**src/rtl/display_scan_pkg.sv**
```systemverilog
// Shared definitions for the multiplexed 7-segment display scanner.
//   - scan FSM state encoding
//   - segment bit positions on the packed bus {g,f,e,d,a,b,dp,c}
//   - hex-to-segment table (dp bit always clear; dp is merged by the controller)
package display_scan_pkg;

    typedef enum logic [1:0] {
        IDLE  = 2'd0,
        BLANK = 2'd1,
        SHOW  = 2'd2
    } scan_state_e;

    localparam int unsigned SEG_G  = 7;
    localparam int unsigned SEG_F  = 6;
    localparam int unsigned SEG_E  = 5;
    localparam int unsigned SEG_D  = 4;
    localparam int unsigned SEG_A  = 3;
    localparam int unsigned SEG_B  = 2;
    localparam int unsigned SEG_DP = 1;
    localparam int unsigned SEG_C  = 0;

    localparam logic [7:0] SEG_OFF = 8'h00;

    // Index 15 is listed first so that HEX_SEG_TABLE[v] is the pattern for v.
    localparam logic [15:0][7:0] HEX_SEG_TABLE = {
        8'hE8, 8'hF8, 8'hB5, 8'h78,   // F E d C
        8'hF1, 8'hED, 8'hDD, 8'hFD,   // b A 9 8
        8'h0D, 8'hF9, 8'hD9, 8'hC5,   // 7 6 5 4
        8'h9D, 8'hBC, 8'h05, 8'h7D    // 3 2 1 0
    };

endpackage

```
**src/rtl/seg7_hex_decoder.sv**
```systemverilog
// Combinational hex digit to 7-segment pattern.
// Ports:
//   value    in  4  hex value to display
//   blank    in  1  force all segments off (leading-zero suppression)
//   segments out 8  pattern {g,f,e,d,a,b,dp,c}; dp bit is always 0 here
module seg7_hex_decoder
    import display_scan_pkg::*;
(
    input  logic [3:0] value,
    input  logic       blank,
    output logic [7:0] segments
);

    always_comb begin
        segments = blank ? SEG_OFF : HEX_SEG_TABLE[value];
    end

endmodule

```
**src/rtl/display_scan_controller.sv**
```systemverilog
// Refresh scheduler for a time-multiplexed 7-segment display.
// Each digit slot is SCAN_DIV cycles: BLANK_CYCLES with everything off (anti-ghosting)
// followed by the digit being shown. Digit values, dp mask and lz flag are captured
// once per frame so a frame is always internally consistent.
// Ports:
//   input_clock1_1            in   1             system clock, rising edge
//   input_push_button2_btn_2  in   1             async active-low reset
//   input_enable              in   1             scan enable
//   input_lz_suppress         in   1             blank leading zeros
//   input_digits              in   4*NUM_DIGITS  hex values, digit 0 in [3:0]
//   input_dp_mask             in   NUM_DIGITS    decimal point per digit
//   output_segments           out  8             {g,f,e,d,a,b,dp,c}, active high
//   output_digit_sel          out  NUM_DIGITS    one-hot digit enable
//   output_frame_tick         out  1             pulse on first cycle of each frame
//
// state | meaning
// IDLE  | scanning stopped, outputs off, waiting for enable
// BLANK | guard interval at the start of a slot, outputs off
// SHOW  | current digit selected and driven
module display_scan_controller
    import display_scan_pkg::*;
#(
    parameter int NUM_DIGITS   = 4,
    parameter int SCAN_DIV     = 1000,
    parameter int BLANK_CYCLES = 16
) (
    input  logic                      input_clock1_1,
    input  logic                      input_push_button2_btn_2,
    input  logic                      input_enable,
    input  logic                      input_lz_suppress,
    input  logic [4*NUM_DIGITS-1:0]   input_digits,
    input  logic [NUM_DIGITS-1:0]     input_dp_mask,
    output logic [7:0]                output_segments,
    output logic [NUM_DIGITS-1:0]     output_digit_sel,
    output logic                      output_frame_tick
);

    localparam int CNT_W = (SCAN_DIV > 2) ? $clog2(SCAN_DIV) : 1;
    localparam int IDX_W = (NUM_DIGITS > 2) ? $clog2(NUM_DIGITS) : 1;

    localparam logic [CNT_W-1:0] BLANK_LAST = CNT_W'(BLANK_CYCLES - 1);
    localparam logic [CNT_W-1:0] SHOW_LAST  = CNT_W'(SCAN_DIV - BLANK_CYCLES - 1);
    localparam logic [IDX_W-1:0] IDX_LAST   = IDX_W'(NUM_DIGITS - 1);

    scan_state_e               state;
    logic [CNT_W-1:0]          slot_cnt;
    logic [IDX_W-1:0]          idx;
    logic [4*NUM_DIGITS-1:0]   snap_digits;
    logic [NUM_DIGITS-1:0]     snap_dp;
    logic                      snap_lz;

    logic [NUM_DIGITS-1:0]     lz_blank;
    logic                      upper_zero;
    logic [3:0]                cur_value;
    logic [7:0]                dec_seg;
    logic [7:0]                seg_next;
    logic [NUM_DIGITS-1:0]     sel_next;

    // Walk down from the top digit: a digit is a leading zero while every digit
    // from it upward is zero. Digit 0 is never blanked.
    always_comb begin
        lz_blank   = '0;
        upper_zero = 1'b1;
        for (int i = NUM_DIGITS - 1; i >= 1; i--) begin
            upper_zero  = upper_zero & (snap_digits[4*i +: 4] == 4'h0);
            lz_blank[i] = snap_lz & upper_zero;
        end
    end

    always_comb begin
        cur_value = snap_digits[4*int'(idx) +: 4];
    end

    seg7_hex_decoder u_decoder (
        .value    (cur_value),
        .blank    (lz_blank[idx]),
        .segments (dec_seg)
    );

    // dp is merged after the decoder so a suppressed digit can still show its point.
    always_comb begin
        seg_next         = dec_seg;
        seg_next[SEG_DP] = dec_seg[SEG_DP] | snap_dp[idx];
        sel_next         = '0;
        sel_next[idx]    = 1'b1;
    end

    always_ff @(posedge input_clock1_1 or negedge input_push_button2_btn_2) begin
        if (!input_push_button2_btn_2) begin
            state             <= IDLE;
            slot_cnt          <= '0;
            idx               <= '0;
            snap_digits       <= '0;
            snap_dp           <= '0;
            snap_lz           <= 1'b0;
            output_segments   <= SEG_OFF;
            output_digit_sel  <= '0;
            output_frame_tick <= 1'b0;
        end else begin
            output_frame_tick <= 1'b0;
            case (state)
                IDLE: begin
                    output_segments  <= SEG_OFF;
                    output_digit_sel <= '0;
                    if (input_enable) begin
                        state             <= BLANK;
                        slot_cnt          <= BLANK_LAST;
                        idx               <= '0;
                        snap_digits       <= input_digits;
                        snap_dp           <= input_dp_mask;
                        snap_lz           <= input_lz_suppress;
                        output_frame_tick <= 1'b1;
                    end
                end
                BLANK: begin
                    if (!input_enable) begin
                        state            <= IDLE;
                        slot_cnt         <= '0;
                        idx              <= '0;
                        output_segments  <= SEG_OFF;
                        output_digit_sel <= '0;
                    end else if (slot_cnt == '0) begin
                        state            <= SHOW;
                        slot_cnt         <= SHOW_LAST;
                        output_segments  <= seg_next;
                        output_digit_sel <= sel_next;
                    end else begin
                        slot_cnt <= slot_cnt - CNT_W'(1);
                    end
                end
                SHOW: begin
                    if (!input_enable) begin
                        state            <= IDLE;
                        slot_cnt         <= '0;
                        idx              <= '0;
                        output_segments  <= SEG_OFF;
                        output_digit_sel <= '0;
                    end else if (slot_cnt == '0) begin
                        state            <= BLANK;
                        slot_cnt         <= BLANK_LAST;
                        output_segments  <= SEG_OFF;
                        output_digit_sel <= '0;
                        if (idx == IDX_LAST) begin
                            idx               <= '0;
                            snap_digits       <= input_digits;
                            snap_dp           <= input_dp_mask;
                            snap_lz           <= input_lz_suppress;
                            output_frame_tick <= 1'b1;
                        end else begin
                            idx <= idx + IDX_W'(1);
                        end
                    end else begin
                        slot_cnt <= slot_cnt - CNT_W'(1);
                    end
                end
                default: begin
                    state            <= IDLE;
                    output_segments  <= SEG_OFF;
                    output_digit_sel <= '0;
                end
            endcase
        end
    end

endmodule

```
**config.mk**
```make
export PLATFORM = sky130hd
export DESIGN_NAME = display_scan_controller
export DESIGN_NICKNAME = d
export VERILOG_FILES = /design/src/rtl/display_scan_pkg.sv /design/src/rtl/seg7_hex_decoder.sv /design/src/rtl/display_scan_controller.sv
export SDC_FILE = /design/constraint.sdc
export NUM_CORES = 1
export LEC_CHECK = 0
export BUFFER_PORTS_ARGS = -buffer_cell sky130_fd_sc_hd__buf_4
export CORE_MARGIN = 3
export CORE_UTILIZATION = 30
export CTS_CLUSTER_SIZE = 10
export DETAILED_ROUTE_END_ITERATION = 10
export PLACE_DENSITY_LB_ADDON = 0.25
export SETUP_SLACK_MARGIN = 0.1
export SLEW_MARGIN = 0
export SYNTH_ARGS = -nofsm -noshare
export SYNTH_HDL_FRONTEND = slang
export SYNTH_HIERARCHICAL = 1
export SYNTH_SLANG_ARGS = --single-unit
```
**constraint.sdc**
```tcl
create_clock -name input_clock1_1 -period 6.4 [get_ports input_clock1_1]
set_input_delay 1.92 -clock input_clock1_1 [delete_from_list [all_inputs] [get_ports input_clock1_1]]
set_output_delay 1.92 -clock input_clock1_1 [all_outputs]
set_load 0.01 [all_outputs]
```
# Yosys cells after proc, flatten, opt, wreduce, memory -nomap -nowiden
# Memories as Yosys holds them, arrays and structs flattened.
# Cells that the tools add are included.
# totals
input_bits,24
regBits,48
mem_count,1
elab_cells,101
romBits,128
out_inout_bits,13
# mem_list
name,depth,word_bits,rd,rd_ports_with_merged_regs,write_ports,line_no,rtl
(no name shown),16,8,1,0,0,seg7_hex_decoder.sv:15,segments = blank ? SEG_OFF : HEX_SEG_TABLE[value];
# classes
order_cmp,3
shift,1
n_bitwise,6
reduce_logical,13
muxes,56
eq_ne,10
add_sub_neg,2
# ops
operator,count
$mux 16,4
$mux 10,5
$mux 8,6
$mux 4,8
$pmux 16 s2,1
$pmux 10 s3,1
$mux 2,10
$pmux 4 s2,2
$pmux 8 s2,1
$shiftx 16x5->4,1
$logic_not 4->1,3
$pmux 2 s3,2
$mux 1,11
$logic_not 10->1,1
$ne 2x2->1 const B,5
$sub 10x1->10 const B,1
$ne 3x3->1 const B,2
$and 1x1->1,5
$lt 4x5->1 const B,1
$reduce_and 5->1,1
$bmux 1 s2,2
$eq 2x2->1 const B,2
$pmux 1 s2,2
$reduce_and 2->1,2
other kinds (12),12

# Depth between registers and ports, before layout
# logic_depth
depth_word,11
ltp_mapped,8
ltp_nobuf,7

# Hierarchy
# The synthesis kept the hierarchy.
# modules_own_cells
module,n_inst,area_each_um2,cells_each
display_scan_controller,1,2363.5,195
seg7_hex_decoder,1,280.3,35

# Worst setup path before layout
# Ideal clock, no wire load.
# synth_timing
path_type,input port to flip-flop
from,input port input_enable
to,register slot_cnt[6]
path_slack_ns,3.091
arrival_ns,3.227
stages,5
path_cell_list,buf_2 > o21ai_0 > nor4_1 > a41oi_1 > a31oi_1
# synth_via
elab_chain_cells,2
# synth_lines
item,line_no,rtl
from (decl),display_scan_controller.sv:29,"input logic input_enable,"
"$mux 10, or another cell as far along",display_scan_controller.sv:132,if (!input_enable) begin
$pmux 10 s3 or $reduce_and 2->1 (tied branches),-,
to (signal assigned),display_scan_controller.sv:128,slot_cnt <= slot_cnt - CNT_W'(1);
to (signal assigned),display_scan_controller.sv:153,slot_cnt <= slot_cnt - CNT_W'(1);
to (decl),display_scan_controller.sv:46,logic [CNT_W-1:0] slot_cnt;
# Several ways; a longest one is shown, not always the timed one.
# A chain may end at the register's enable or synchronous reset.

# Worst setup path after layout
# layout_timing
from,input port input_enable
to,register state[0]
# layout_via
elab_chain_cells,2
# layout_lines
item,line_no,rtl
"$ne 3x3->1 (no line), or another cell as far along",-,
$reduce_and 3->1 (no line) or $pmux 2 s3 (tied branches),-,
to (signal assigned),display_scan_controller.sv:90,state <= IDLE;
to (signal assigned),display_scan_controller.sv:106,state <= BLANK;
to (signal assigned),display_scan_controller.sv:117,state <= IDLE;
to (decl),display_scan_controller.sv:45,scan_state_e state;
# Several ways; a longest one is shown, not always the timed one.

==> impl_metrics.py <==
metrics = {
    "routing": {
        "firstDrtPassIters": 4,
        "postRouteAntennaNets": 0,
        "vias_per_cell": 5.197,
        "drtIter0Drc": 71,
        "drc": 0,
        "post_drt_wl_per_cell_um": 15.23,
        "dr_total_vias": 1923,
        "routed_wl_mm": 5.636,
    },
    "die": {
        "fp.dieH_um": 99.88,
        "rows": 33,
        "initial_utilization": 0.3154,
        "io_pins": 37,
        "core_area_um2": 8382,
        "die_area_um2": 9975,
        "die_x_um": 99.88,
    },
    "setup_path": {
        "path_max_fanout": 15,
        "path_cells": "buf_4 > o21ai_0 > a31oi_1 > nor2_1 > o22ai_1",
        "worstSetupStartpointType": "primary input",
        "crit_required_ps": 6610,
        "worstPathArrival_ps": 3590,
        "slowest_stage": "a31oi_1",
        "critical_path_class": "primary input to register",
        "end_kind": "register",
        "cp_slowest_stage_delay_ps": 970,
    },
    "timing": {
        "clock_skew_ps": 10.42,
        "fin_ws_ps": 3022,
        "fin_crit_ps": 3378,
        "rsz0062_at_grt": "false",
        "hold_viol": 0,
        "max-slew-margin-rel": 0.1708,
        "max_freq_ghz": 0.2960,
        "slew_viol_final": 0,
        "fin_tns_setup_ps": 0,
        "tightest_slew_ps": 1238,
        "setup_viol": 0,
        "final.period_utilization": 0.5279,
    },
    "global_route": {
        "grt_max_degree": 49,
        "groute.usage.overall": 0.1191,
        "grt_pass1_vias": 1870,
        "grt_pass1_wl_mm": 9.584,
        "grt_overflow_total": 0,
        "antenna_found_initial": 0,
    },
    "yosys": {
        "yosysTopAreaCell": "dfrtp_1",
        "synth-edff-count": 0,
        "ys_types": 49,
        "synthFlopType": "dfrtp_1",
        "synth.area.top_cells": "dfrtp_1 (45%), mux2_2 (9.8%), ha_1 (7.1%), mux4_2 (4.3%), a22o_1 (4.0%)",
        "ys.warnings.count": 6,
        "ys_seq_area_frac": 0.4543,
        "yosysTopAreaCellShare": 0.4543,
        "postSynthCellCount": 230,
        "syn_avg_cell_area_um2": 11.49,
        "ys_seq_elements": 48,
        "synth_fp_nets": 269,
        "synthArstFlopShare": 1.000,
        "syn_area_um2": 2644,
    },
    "clock_tree": {
        "htreeDepth": 2,
        "cts.clk_slew.worst_paths_ps": 90,
        "cts-buffers-inserted": 5,
        "insertion_delay_ps": 300,
        "cts-root-buf": "clkbuf_8",
        "cts_hold_buf": 0,
        "cts_tree": "done",
        "clockBufferDepth": 2,
        "ctsResizeCount": 0,
        "post_cts_buffers": 0,
        "cts_sinks": 48,
    },
    "placed_design": {
        "port_buffers": 36,
        "place_hpwl_mm": 4.120,
        "routabilityCongestion": 0.8407,
        "dp_slack_ps": 2650,
    },
    "finish": {
        "fillerInstances": 825,
        "seq_area_um2": 1201,
        "fin_nets": 303,
        "layout-drive-gt1-share": 0.2906,
        "n_antenna_cell": 0,
        "syn_to_final_growth_pct": 18.27,
        "multi_input_area_um2": 1338,
    },
    "pwr": {
        "p_leak_uw": 0.001387,
        "p_per_area_nw_per_um2": 374.1,
        "max-vdd-ir-drop_mv": 0.1355,
    },
    "hold_path": {
        "hold_class": "register to register",
    },
    "outcome": {
        "outcome": "completed",
    },
    "run": {
        "drv_cap": 0,
    },
}
-- sequential cells by signal, summed over array words and instances (netlist names) --
register           flops
snap_digits           16
snap_dp                4
slot_cnt              10
output_frame_tick      1
output_segments        8
output_digit_sel       4
idx                    2
state                  2
snap_lz                1
-- per-stage QoR --
stage / utilization / area [um2] / hold slack [ps] / total power (uW) / cells
global route: 0.3730 / 3127 / 539.7 / 1257 / 370
CTS: 0.3730 / 3127 / 514.3 / 1183 / 370
global placement: 0.3566 / 2989 / 485.7 / 900.8 / 362
finish: 0.3730 / 3127 / 504.8 / 1170 / 370
floorplan: - / 2644 / 475.1 / 805.1 / 230
detailed placement: 0.3566 / 2989 / 491.5 / 909.4 / 362
-- where the power goes --
part | internal (uW) | total, uW | switching, uW
logic | 214 | 436 | 222
registers | 391 | 466 | 74.9
clock network | 157 | 267 | 110
-- critical path: cells and delay by family --
family	cells	cell delay, ps
buf+inv	1	130
simple gates	1	130
compound gates	3	1410
-- cell families (layout without fill, tap and decap cells) --
kind of cell             count (synthesis)  count (layout)  synth area share
AO/OA/AOI/OAI                           53              53            0.1486
adder cells (fa/ha/maj)                 15              15           0.07099
buffers and inverters                   22              57           0.03975
flip-flops                              48              48            0.4543
multiplexers                            33              33            0.1656
other                                    1               1          0.001418
AND/OR/NAND/NOR                         58              58            0.1193
-- Yosys cell counts, types with 3 or more instances --
library cell   n
nor2b_1        3
o21ai_0        5
a22o_1        12
buf_4          3
ha_1          15
a31oi_1        8
buf_2          3
nor3_1         7
nor4_1         6
a21oi_1        6
a2bb2oi_1      3
nor2_1        11
nand3_1        9
mux2_2        23
a211oi_1       3
dfrtp_1       48
mux2i_1        4
nand2_1        7
mux4_2         5
inv_1         13
-- worst paths after layout --
path / startpoint / endpoint / slack (ps) / cells after the start
hold reg to reg: output_segments[1]$_DFFE_PN0P_ / output_segments[1]$_DFFE_PN0P_ / 500 / 2
setup reg to reg: slot_cnt[0]$_DFFE_PN0P_ / snap_digits[2]$_DFFE_PN0P_ / 3470 / 6
setup / recovery: input_enable / state[0]$_DFFE_PN0P_ / 3020 / 5
max in group asynchronous: input_push_button2_btn_2 / snap_dp[3]$_DFFE_PN0P_ / 4370 / 1
min in group asynchronous: input_push_button2_btn_2 / slot_cnt[9]$_DFFE_PN0P_ / 1610 / 1
hold / removal: output_segments[1]$_DFFE_PN0P_ / output_segments[1]$_DFFE_PN0P_ / 500 / 2
-- routing by layer --
metal  wire, um  vias to the layer above  global-route usage  share of wire
met5          0                        -                   0              0
met2       2455                       40              0.1770           0.44
met3        282                        5             0.02849          0.050
met1       2834                      935              0.1730           0.50
li1           -                      943                   -              -
met4         63                        0             0.03361          0.011
-- final cells by class --
class                           count  share of cell area
Multi-Input combinational cell    160              0.4278
Sequential cell                    48              0.3842
Timing Repair Buffer               36             0.08643
Tap cell                          105             0.04202
Clock buffer                        5             0.02201
Clock inverter                      3             0.02201
Inverter                           13             0.01561
-- cells in the final DEF (no fill, tap or decap), types with 4 or more instances in the layout --
cell type	Yosys	routed
nor3_1	7	7
a31oi_1	8	8
ha_1	15	15
o21ai_0	5	5
a21oi_1	6	6
nand3_1	9	9
mux4_2	5	5
nand2_1	7	7
nor2_1	11	11
inv_1	13	13
mux2i_1	4	4
clkbuf_8	0	5
mux2_2	23	23
nor4_1	6	6
a22o_1	12	12
buf_4	3	36
dfrtp_1	48	48
No activity file was read; power rests on OpenSTA's default activity.
